`config.mk`:
```
export PLATFORM = sky130hd
export DESIGN_NAME = alu_arbiter
export DESIGN_NICKNAME = d
export VERILOG_FILES = /design/src/rtl/alu_arbiter.sv
export SDC_FILE = /design/constraint.sdc
export NUM_CORES = 1
export LEC_CHECK = 0
export ABC_CLOCK_PERIOD_IN_PS = 2100
export CORE_AREA = 2 2 168 170
export DETAILED_ROUTE_END_ITERATION = 10
export DIE_AREA = 0 0 170 172
export PLACE_DENSITY = 0.58
export SETUP_SLACK_MARGIN = 0.1
export SLEW_MARGIN = 15
export SYNTH_ARGS = -nofsm -noshare
export SYNTH_HDL_FRONTEND = slang
export SYNTH_SLANG_ARGS = --single-unit
```
`constraint.sdc`:
```
create_clock -name clk -period 2.1 [get_ports clk]
set_input_delay 0.42 -clock clk [delete_from_list [all_inputs] [get_ports clk]]
set_output_delay 0.42 -clock clk [all_outputs]
set_load 0.02 [all_outputs]
```
`src/rtl/alu_arbiter.sv`:
```
// Round-robin front end for the shared ALU. It grants one requester, drives the
// ALU from registered operands, waits the op latency, then returns the result on rsp.
//
// state  | meaning
// IDLE   | waiting for a request; req_ready shows the combinational grant
// EXEC   | ALU driven from operand regs; counting hold cycles
// RESP   | result captured; waiting for the rsp_valid/rsp_ready handshake
module alu_arbiter #(
  parameter int NUM_REQ       = 4,
  parameter int ID_W          = 2,
  parameter int MULDIV_CYCLES = 4
) (
  input  logic                  clk,
  input  logic                  rst_n,
  input  logic [NUM_REQ-1:0]    req_valid,
  output logic [NUM_REQ-1:0]    req_ready,
  input  logic [NUM_REQ*32-1:0] req_op_a,
  input  logic [NUM_REQ*32-1:0] req_op_b,
  input  logic [NUM_REQ*5-1:0]  req_ctrl,
  output logic [31:0]           alu_operand_a,
  output logic [31:0]           alu_operand_b,
  output logic [4:0]            alu_control,
  input  logic [31:0]           alu_result,
  input  logic                  alu_zero,
  output logic                  rsp_valid,
  input  logic                  rsp_ready,
  output logic [ID_W-1:0]       rsp_id,
  output logic [31:0]           rsp_result,
  output logic                  rsp_zero,
  output logic                  busy
);

  localparam int CNT_W = (MULDIV_CYCLES > 1) ? $clog2(MULDIV_CYCLES) : 1;

  typedef enum logic [1:0] {S_IDLE, S_EXEC, S_RESP} state_t;

  state_t            state_q, state_d;
  logic [ID_W-1:0]   last_grant_q, id_q, grant_idx, cand_idx;
  logic              grant_found;
  logic [31:0]       op_a_q, op_b_q;
  logic [4:0]        ctrl_q;
  logic [CNT_W-1:0]  cnt_q, cnt_last;
  logic              rsp_valid_q, rsp_zero_q;
  logic [31:0]       rsp_result_q;
  logic [ID_W-1:0]   rsp_id_q;
  logic              accept, exec_done, rsp_fire;

  // Search starts one past the last grant, so back-to-back grants rotate.
  always_comb begin
    grant_idx   = '0;
    grant_found = 1'b0;
    cand_idx    = '0;
    for (int k = 1; k <= NUM_REQ; k++) begin
      cand_idx = ID_W'((int'(last_grant_q) + k) % NUM_REQ);
      if (!grant_found && req_valid[cand_idx]) begin
        grant_found = 1'b1;
        grant_idx   = cand_idx;
      end
    end
  end

  assign cnt_last  = (ctrl_q == 5'b00100 || ctrl_q == 5'b00101) ? CNT_W'(MULDIV_CYCLES - 1) : '0;
  assign accept    = (state_q == S_IDLE) && grant_found;
  assign exec_done = (state_q == S_EXEC) && (cnt_q == cnt_last);
  assign rsp_fire  = rsp_valid_q && rsp_ready;

  always_ff @(posedge clk or negedge rst_n) begin
    if (!rst_n) state_q <= S_IDLE;
    else        state_q <= state_d;
  end

  always_comb begin
    state_d = state_q;
    case (state_q)
      S_IDLE:  if (grant_found) state_d = S_EXEC;
      S_EXEC:  if (cnt_q == cnt_last) state_d = S_RESP;
      S_RESP:  if (rsp_ready) state_d = S_IDLE;
      default: state_d = S_IDLE;
    endcase
  end

  always_comb begin
    req_ready = '0;
    if (state_q == S_IDLE && grant_found) req_ready[grant_idx] = 1'b1;
    busy = (state_q != S_IDLE);
  end

  // Operand regs change only on a grant, so the ALU never sees requester inputs directly.
  always_ff @(posedge clk or negedge rst_n) begin
    if (!rst_n) begin
      op_a_q       <= '0;
      op_b_q       <= '0;
      ctrl_q       <= '0;
      id_q         <= '0;
      last_grant_q <= ID_W'(NUM_REQ - 1);
      cnt_q        <= '0;
      rsp_valid_q  <= 1'b0;
      rsp_result_q <= '0;
      rsp_zero_q   <= 1'b0;
      rsp_id_q     <= '0;
    end else begin
      if (accept) begin
        op_a_q       <= req_op_a[32*grant_idx +: 32];
        op_b_q       <= req_op_b[32*grant_idx +: 32];
        ctrl_q       <= req_ctrl[5*grant_idx +: 5];
        id_q         <= grant_idx;
        last_grant_q <= grant_idx;
        cnt_q        <= '0;
      end else if (state_q == S_EXEC && !exec_done) begin
        cnt_q <= cnt_q + 1'b1;
      end
      if (exec_done) begin
        rsp_result_q <= alu_result;
        rsp_zero_q   <= alu_zero;
        rsp_id_q     <= id_q;
        rsp_valid_q  <= 1'b1;
      end else if (rsp_fire) begin
        rsp_valid_q <= 1'b0;
      end
    end
  end

  assign alu_operand_a = op_a_q;
  assign alu_operand_b = op_b_q;
  assign alu_control   = ctrl_q;
  assign rsp_valid     = rsp_valid_q;
  assign rsp_result    = rsp_result_q;
  assign rsp_zero      = rsp_zero_q;
  assign rsp_id        = rsp_id_q;

endmodule

```
==> impl_metrics.yaml, run 1 <==
run_status:
  outcome: "finished with violations"
  violations: "setup timing"
placement:
  hpwlAfterDp_um: 18200
  io_buffers: 425
  dp_cells: 1280
  dpl_worst_slack_ps: -747
  place_congestion: 0.766
timing:
  skew_ps: 10.5
  holdWs_ps: 394
  post-route-min-period_ps: 2150
  post-route-period-util: 1.02
  final_hold_viol_count: 0
  drv_slew: 0
  worstMarginPinSlew_ps: 605
  worst_slack_ps: -48.1
  setup_violations: 5
  slew_headroom: 0.597
  fmax_ghz: 0.466
  rsz0062_at_grt: "yes"
detailed_routing:
  drt-initial-drc-count: 249
  wirelength_um: 25100
  antenna_left: 0
  wire_per_inst_um: 18.9
  dr.pass1.iters: 4
  vias_per_cell: 4.56
  drcViolationCount: 0
  num_vias: 6057
clock_network:
  cts_buffers: 17
  clk_pin_slew_ps: 60
  insertion_delay_ps: 410
  htree_levels: 4
  root_buffer: "clkbuf_16"
  clock_sinks: 113
  cts_buffer_depth: 2
  cts_tree: "done"
setup_path:
  crit_path_end_kind: "primary output"
  crit_path_end: "req_ready[3]"
  arrival_ps: 1730
  path_max_fanout: 3
  reg2reg_slack_ps: -10
  cp_slowest_stage_delay_ps: 550
  critPathSlowestCell: "dfstp_2"
  cp-startpoint: "last_grant_q[0]"
  worstPathRequired_ps: 1680
  criticalPathCategory: "reg2out"
  start_kind: "register"
  crit_chain: "nand2b_4 > o21ai_4 > a211oi_4 > buf_6 > nor2_4 > buf_6"
  ff2ff_path_depth: 9
  r2r-start: "last_grant_q[0]"
  worstReg2RegEnd: "alu_operand_b[12]"
  crit_top_cell: "buf_6"
synthesis:
  synth_common_cells: "mux2i_1, dfrtp_1, nand2_1"
  synthTopCellsByArea: "dfrtp_1, mux2i_1, o221ai_1"
  synth_area_per_cell_um2: 11.7
  ys_seq_area_frac: 0.468
  synth_nets: 831
  synth_flop_cell: "dfrtp_1"
  ys_types: 32
  syn-cell-area_mm2: 0.00605
  synth_edf_count: 0
  yosysWarnings: 0
  async_flop_share: 1.00
  yosysMostFrequentCell: "mux2i_1"
  synth_largest_area_cell: "dfrtp_1"
  ys_ff_latch: 113
  synth_top_area_frac: 0.459
  syn_inst: 515
floorplanning:
  core.rowCount: 61
  core-area_mm2: 0.0275
  io_pins: 426
  die_area_mm2: 0.0292
  start_util: 0.220
  dieHeight_um: 172
  chipWidth_um: 170
global_route:
  grt_start_max_net_pins: 72
  grt_pass1_wl_um: 36200
  grt_pass1_vias: 6322
  antenna_found_initial: 0
  overflow: 0
  grt_usage: 0.163
power_and_ir_drop:
  powerDensity_mw_per_mm2: 1440
  peakVddDrop_uv: 630
  leakage_nw: 5.17
worst_hold_path:
  worstHoldPathType: "in2async"
layout:
  nets: 1286
  drive_gt1_frac: 0.138
  fin_cells: 1329
  diodes: 0
  area_growth_pct: 100
job:
  cap_viol_max_count: 0
-- power by group --
part           internal [mW]  switching (mW)
Sequential              3.32           0.606
Clock                   2.03            1.22
Combinational           5.30            5.03
Total                   10.7            6.86
-- area by class of cell --
type                            instances  area (µm²)
Tap cell                              346         433
Multi-Input combinational cell        360        3210
Inverter                                2        7.51
Clock inverter                         15         221
Sequential cell                       113        2830
Clock buffer                           17         425
Fill cell                            2627       15300
Timing Repair Buffer                  476        5000
-- kinds of logic (layout without fill, tap and decap cells) --
group / Yosys count / in the layout / synth area share
and+or+nand+nor: 100 / 102 / 0.0703
buffers and inverters: 44 / 510 / 0.0484
AOI/OAI and AO/OA: 82 / 82 / 0.115
xor gates and xnor gates: 2 / 2 / 0.00290
muxes: 174 / 174 / 0.296
DFF: 113 / 113 / 0.468
-- critical path, delay by kind of cell, from the launching register on --
kind | cells | cell delay [ps]
and+or+nand+nor | 2 | 170
buffers and inverters | 2 | 290
DFF | 1 | 550
AOI/OAI and AO/OA | 2 | 310
-- state kept, by name (all words and copies together) (netlist names) --
name / count
alu_operand_b: 32
state_q: 2
cnt_q: 2
rsp_result: 32
alu_operand_a: 32
rsp_zero: 1
last_grant_q: 2
id_q: 2
alu_control: 5
rsp_id: 2
rsp_valid: 1
-- layer usage --
| metal | GRT usage | vias up | wire length, µm |
|---|---|---|---|
| li1 | - | 2856 | - |
| met1 | 0.188 | 2899 | 10100 |
| met2 | 0.293 | 275 | 12600 |
| met3 | 0.0513 | 27 | 1990 |
| met4 | 0.0461 | 0 | 453 |
| met5 | 0 | - | 0 |
-- worst min path at each step --
stage / start / end / depth (start not counted)
after CTS: rst_n / alu_operand_b[18] / 2
after floorplan: rst_n / alu_control[0] / 0
after detailed placement: rst_n / alu_operand_b[20] / 1
final: rst_n / alu_operand_b[20] / 2
after global routing: rst_n / alu_operand_b[20] / 2
after global placement: rst_n / alu_operand_b[18] / 1
-- metrics by stage --
step	area [µm²]	utilization	total power [mW]	setup TNS, ps
final	12100	0.441	17.5	-175
after global routing	12100	0.441	18.6	-3170
after CTS	12000	0.436	17.5	-217
after detailed placement	10900	0.395	13.3	-37910
after global placement	10900	0.395	13.1	-34700
after floorplan	6070	-	9.11	0
-- cell usage in the layout (no fill, tap or decap), types with 2 or more instances in the layout --
cell type,count
dlymetal6s2s_1,3
mux2i_2,9
bufinv_16,4
nor2_1,8
clkinv_4,3
nor2_4,4
nand2b_4,3
mux2_2,6
buf_6,8
mux2_1,29
xor2_1,2
a21oi_4,2
mux2i_1,121
clkbuf_16,19
buf_4,21
o221ai_2,4
buf_12,13
dfstp_2,2
nand2_1,75
nand2b_1,2
buf_8,5
dlygate4sd2_1,3
clkdlybuf4s50_1,414
inv_6,6
inv_8,2
o22ai_1,2
nor2_2,2
buf_16,5
a21oi_1,2
inv_1,2
dfrtp_1,111
o221ai_1,65
mux2i_4,9
-- repair_timing --
item,4_1_cts,5_1_grt
cloned,6,2
buffers inserted,5,3
hold endpoints to repair,7,0
resized for setup,88,14
hold buffers,1,0
setup endpoints to repair,109,83
pin swaps,10,1
(Power assumes the default switching activity.)
==> run 2: changes to the inputs <==
- CTS_BUF_LIST: unset -> sky130_fd_sc_hd__clkbuf_2 sky130_fd_sc_hd__clkbuf_4 sky130_fd_sc_hd__clkbuf_8
- SETUP_SLACK_MARGIN: 0.1 -> 0.05
==> impl_metrics.yaml, run 2 (same netlist as run 1, synthesis figures left out) <==
setup_path:
  criticalPathCategory: "reg2reg"
  cp_slowest_stage_delay_ps: 560
  arrival_ps: 2530
  crit_top_cell: "buf_4"
  start_kind: "register"
  crit_chain: "nand2b_4 > o21ai_4 > a211oi_4 > buf_4 > buf_8 > buf_12 > buf_4 > mux2i_4 > o221ai_1"
  worstPathRequired_ps: 2370
  critPathSlowestCell: "dfstp_2"
  path_max_fanout: 8
  crit_path_end_kind: "register"
floorplanning:
  core.rowCount: 61
  dieHeight_um: 172
  core-area_mm2: 0.0275
  io_pins: 426
  die_area_mm2: 0.0292
  chipWidth_um: 170
  start_util: 0.220
detailed_routing:
  top_layer: "met4"
  antenna_left: 0
  num_vias: 6085
  wl_met2_um: 12800
  wirelength_um: 25400
  wl_met3_um: 2000
  wl_met1_um: 10200
  vias_per_cell: 4.58
  drcViolationCount: 0
  wire_per_inst_um: 19.1
  drt-initial-drc-count: 236
  dr.pass1.iters: 4
power_and_ir_drop:
  leakage_nw: 5.06
  p_sw_frac: 0.406
  seqPwrFrac: 0.235
  peakVddDrop_uv: 559
  p_sw_mw: 6.78
  p_int_mw: 9.92
  powerDensity_mw_per_mm2: 1400
  clkPwrFrac: 0.148
  comb_power_share: 0.617
job:
  cap_viol_max_count: 0
timing:
  skew_ps: 12.3
  post-route-min-period_ps: 2250
  slew_headroom: 0.527
  rsz0062_at_grt: "yes"
  worstMarginPinSlew_ps: 710
  setup_violations: 62
  fmax_ghz: 0.444
  final_hold_viol_count: 0
  post-route-period-util: 1.07
  worst_slack_ps: -153
  drv_slew: 0
clock_network:
  clock_sinks: 113
  clk_pin_slew_ps: 90
  cts_buffers: 17
  root_buffer: "clkbuf_8"
  cts_tree: "done"
  htree_levels: 4
  cts_buffer_depth: 2
  insertion_delay_ps: 430
layout:
  area_growth_pct: 96.9
  n_fill_cell: 2649
  nets: 1287
  diodes: 0
  final_cell_mix: "clkdlybuf4s50_1, mux2i_1, dfrtp_1"
  final_common_cell: "clkdlybuf4s50_1"
  design_area_mm2: 0.0119
  drive_gt1_frac: 0.139
placement:
  placed_cell_area_mm2: 0.0109
  io_buffers: 425
  place_congestion: 0.766
  hpwlAfterDp_um: 18200
  dpl_worst_slack_ps: -747
global_route:
  grt_start_max_net_pins: 72
  grt_usage: 0.162
  overflow: 0
  grt_pass1_wl_um: 36000
  antenna_found_initial: 0
  grt_pass1_vias: 6294
worst_hold_path:
  worstHoldPathType: "in2async"
run_status:
  outcome: "finished with violations"
  violations: "setup timing"
run 2: changes by cell type in the layout (fill, tap and decap cells not counted), sizes merged:
cell / change
clkbuf: -1
buf: +2
dlygate4sd2: -1
clkdlybuf4s50: +2
dlymetal6s2s: -1
run 2: final cells by class:
type                    instances  area [µm²]  area share
repair buffers                477        4980       0.418
well taps                     346         433      0.0363
inverters                       2        7.51    0.000630
flip-flops and latches        113        2830       0.238
multi-input cells             360        3210       0.269
clock inverters                15         221      0.0186
clock buffers                  17         234      0.0196
run 2: power by group through the flow:
stage	Clock, mW	Combinational [mW]	Sequential (mW)
final	2.48	10.3	3.92
after global routing	2.66	11.0	4.08
after CTS	2.57	10.2	3.93
after detailed placement	0	9.32	3.93
after global placement	0	9.22	3.93
after floorplan	0	3.98	5.13
run 2: worst paths after layout:
| kind | from | endpoint | slack, ps | depth (start not counted) |
|---|---|---|---|---|
| max | last_grant_q[0] | alu_operand_a[29] | -150 | 9 |
| min | rst_n | alu_operand_b[18] | 380 | 2 |
| max reg2reg | last_grant_q[0] | alu_operand_a[29] | -150 | 9 |
| min reg2reg | id_q[1] | id_q[1] | 480 | 2 |
| max in group asynchronous | rst_n | last_grant_q[0] | 1110 | 3 |
| min in group clk | id_q[1] | id_q[1] | 480 | 2 |
run 2: through the flow:
stage	setup TNS (ps)	utilization	power (mW)	hold WS, ps	instances
final	-3750	0.433	16.7	376	1330
after global routing	-11620	0.433	17.7	352	1330
after CTS	-2210	0.428	16.7	332	1326
after detailed placement	-37910	0.395	13.3	267	1280
after global placement	-34700	0.395	13.1	268	1280
after floorplan	0	-	9.11	124	515
run 2: layer usage:
| metal | vias up | track usage |
|---|---|---|
| met5 | - | 0 |
| met4 | 0 | 0.0442 |
| met3 | 23 | 0.0488 |
| met2 | 272 | 0.292 |
| met1 | 2934 | 0.188 |
| li1 | 2856 | - |
run 2: repair_timing:
| item | CTS | global route |
|---|---|---|
| cloned | 7 | 4 |
| endpoints found under the hold margin | 7 | 0 |
| gates resized for setup | 71 | 35 |
| pin swaps | 3 | 7 |
| buffers inserted | 7 | 7 |
| endpoints found under the setup margin | 88 | 109 |
| hold buffers | 1 | 0 |
run 2: worst max-delay path: cells and delay by family, from the launching register on:
kind	cells	cell delay [ps]
flip-flops	1	560
AO/OA/AOI/OAI	3	520
buffers and inverters	4	630
AND/OR/NAND/NOR	1	150
multiplexers	1	240
==> run 3: changes to the inputs <==
- CTS_CLUSTER_SIZE: unset -> 8
==> results of run 3 <==
Final layout, timing and power as in run 2 (identical DEF).
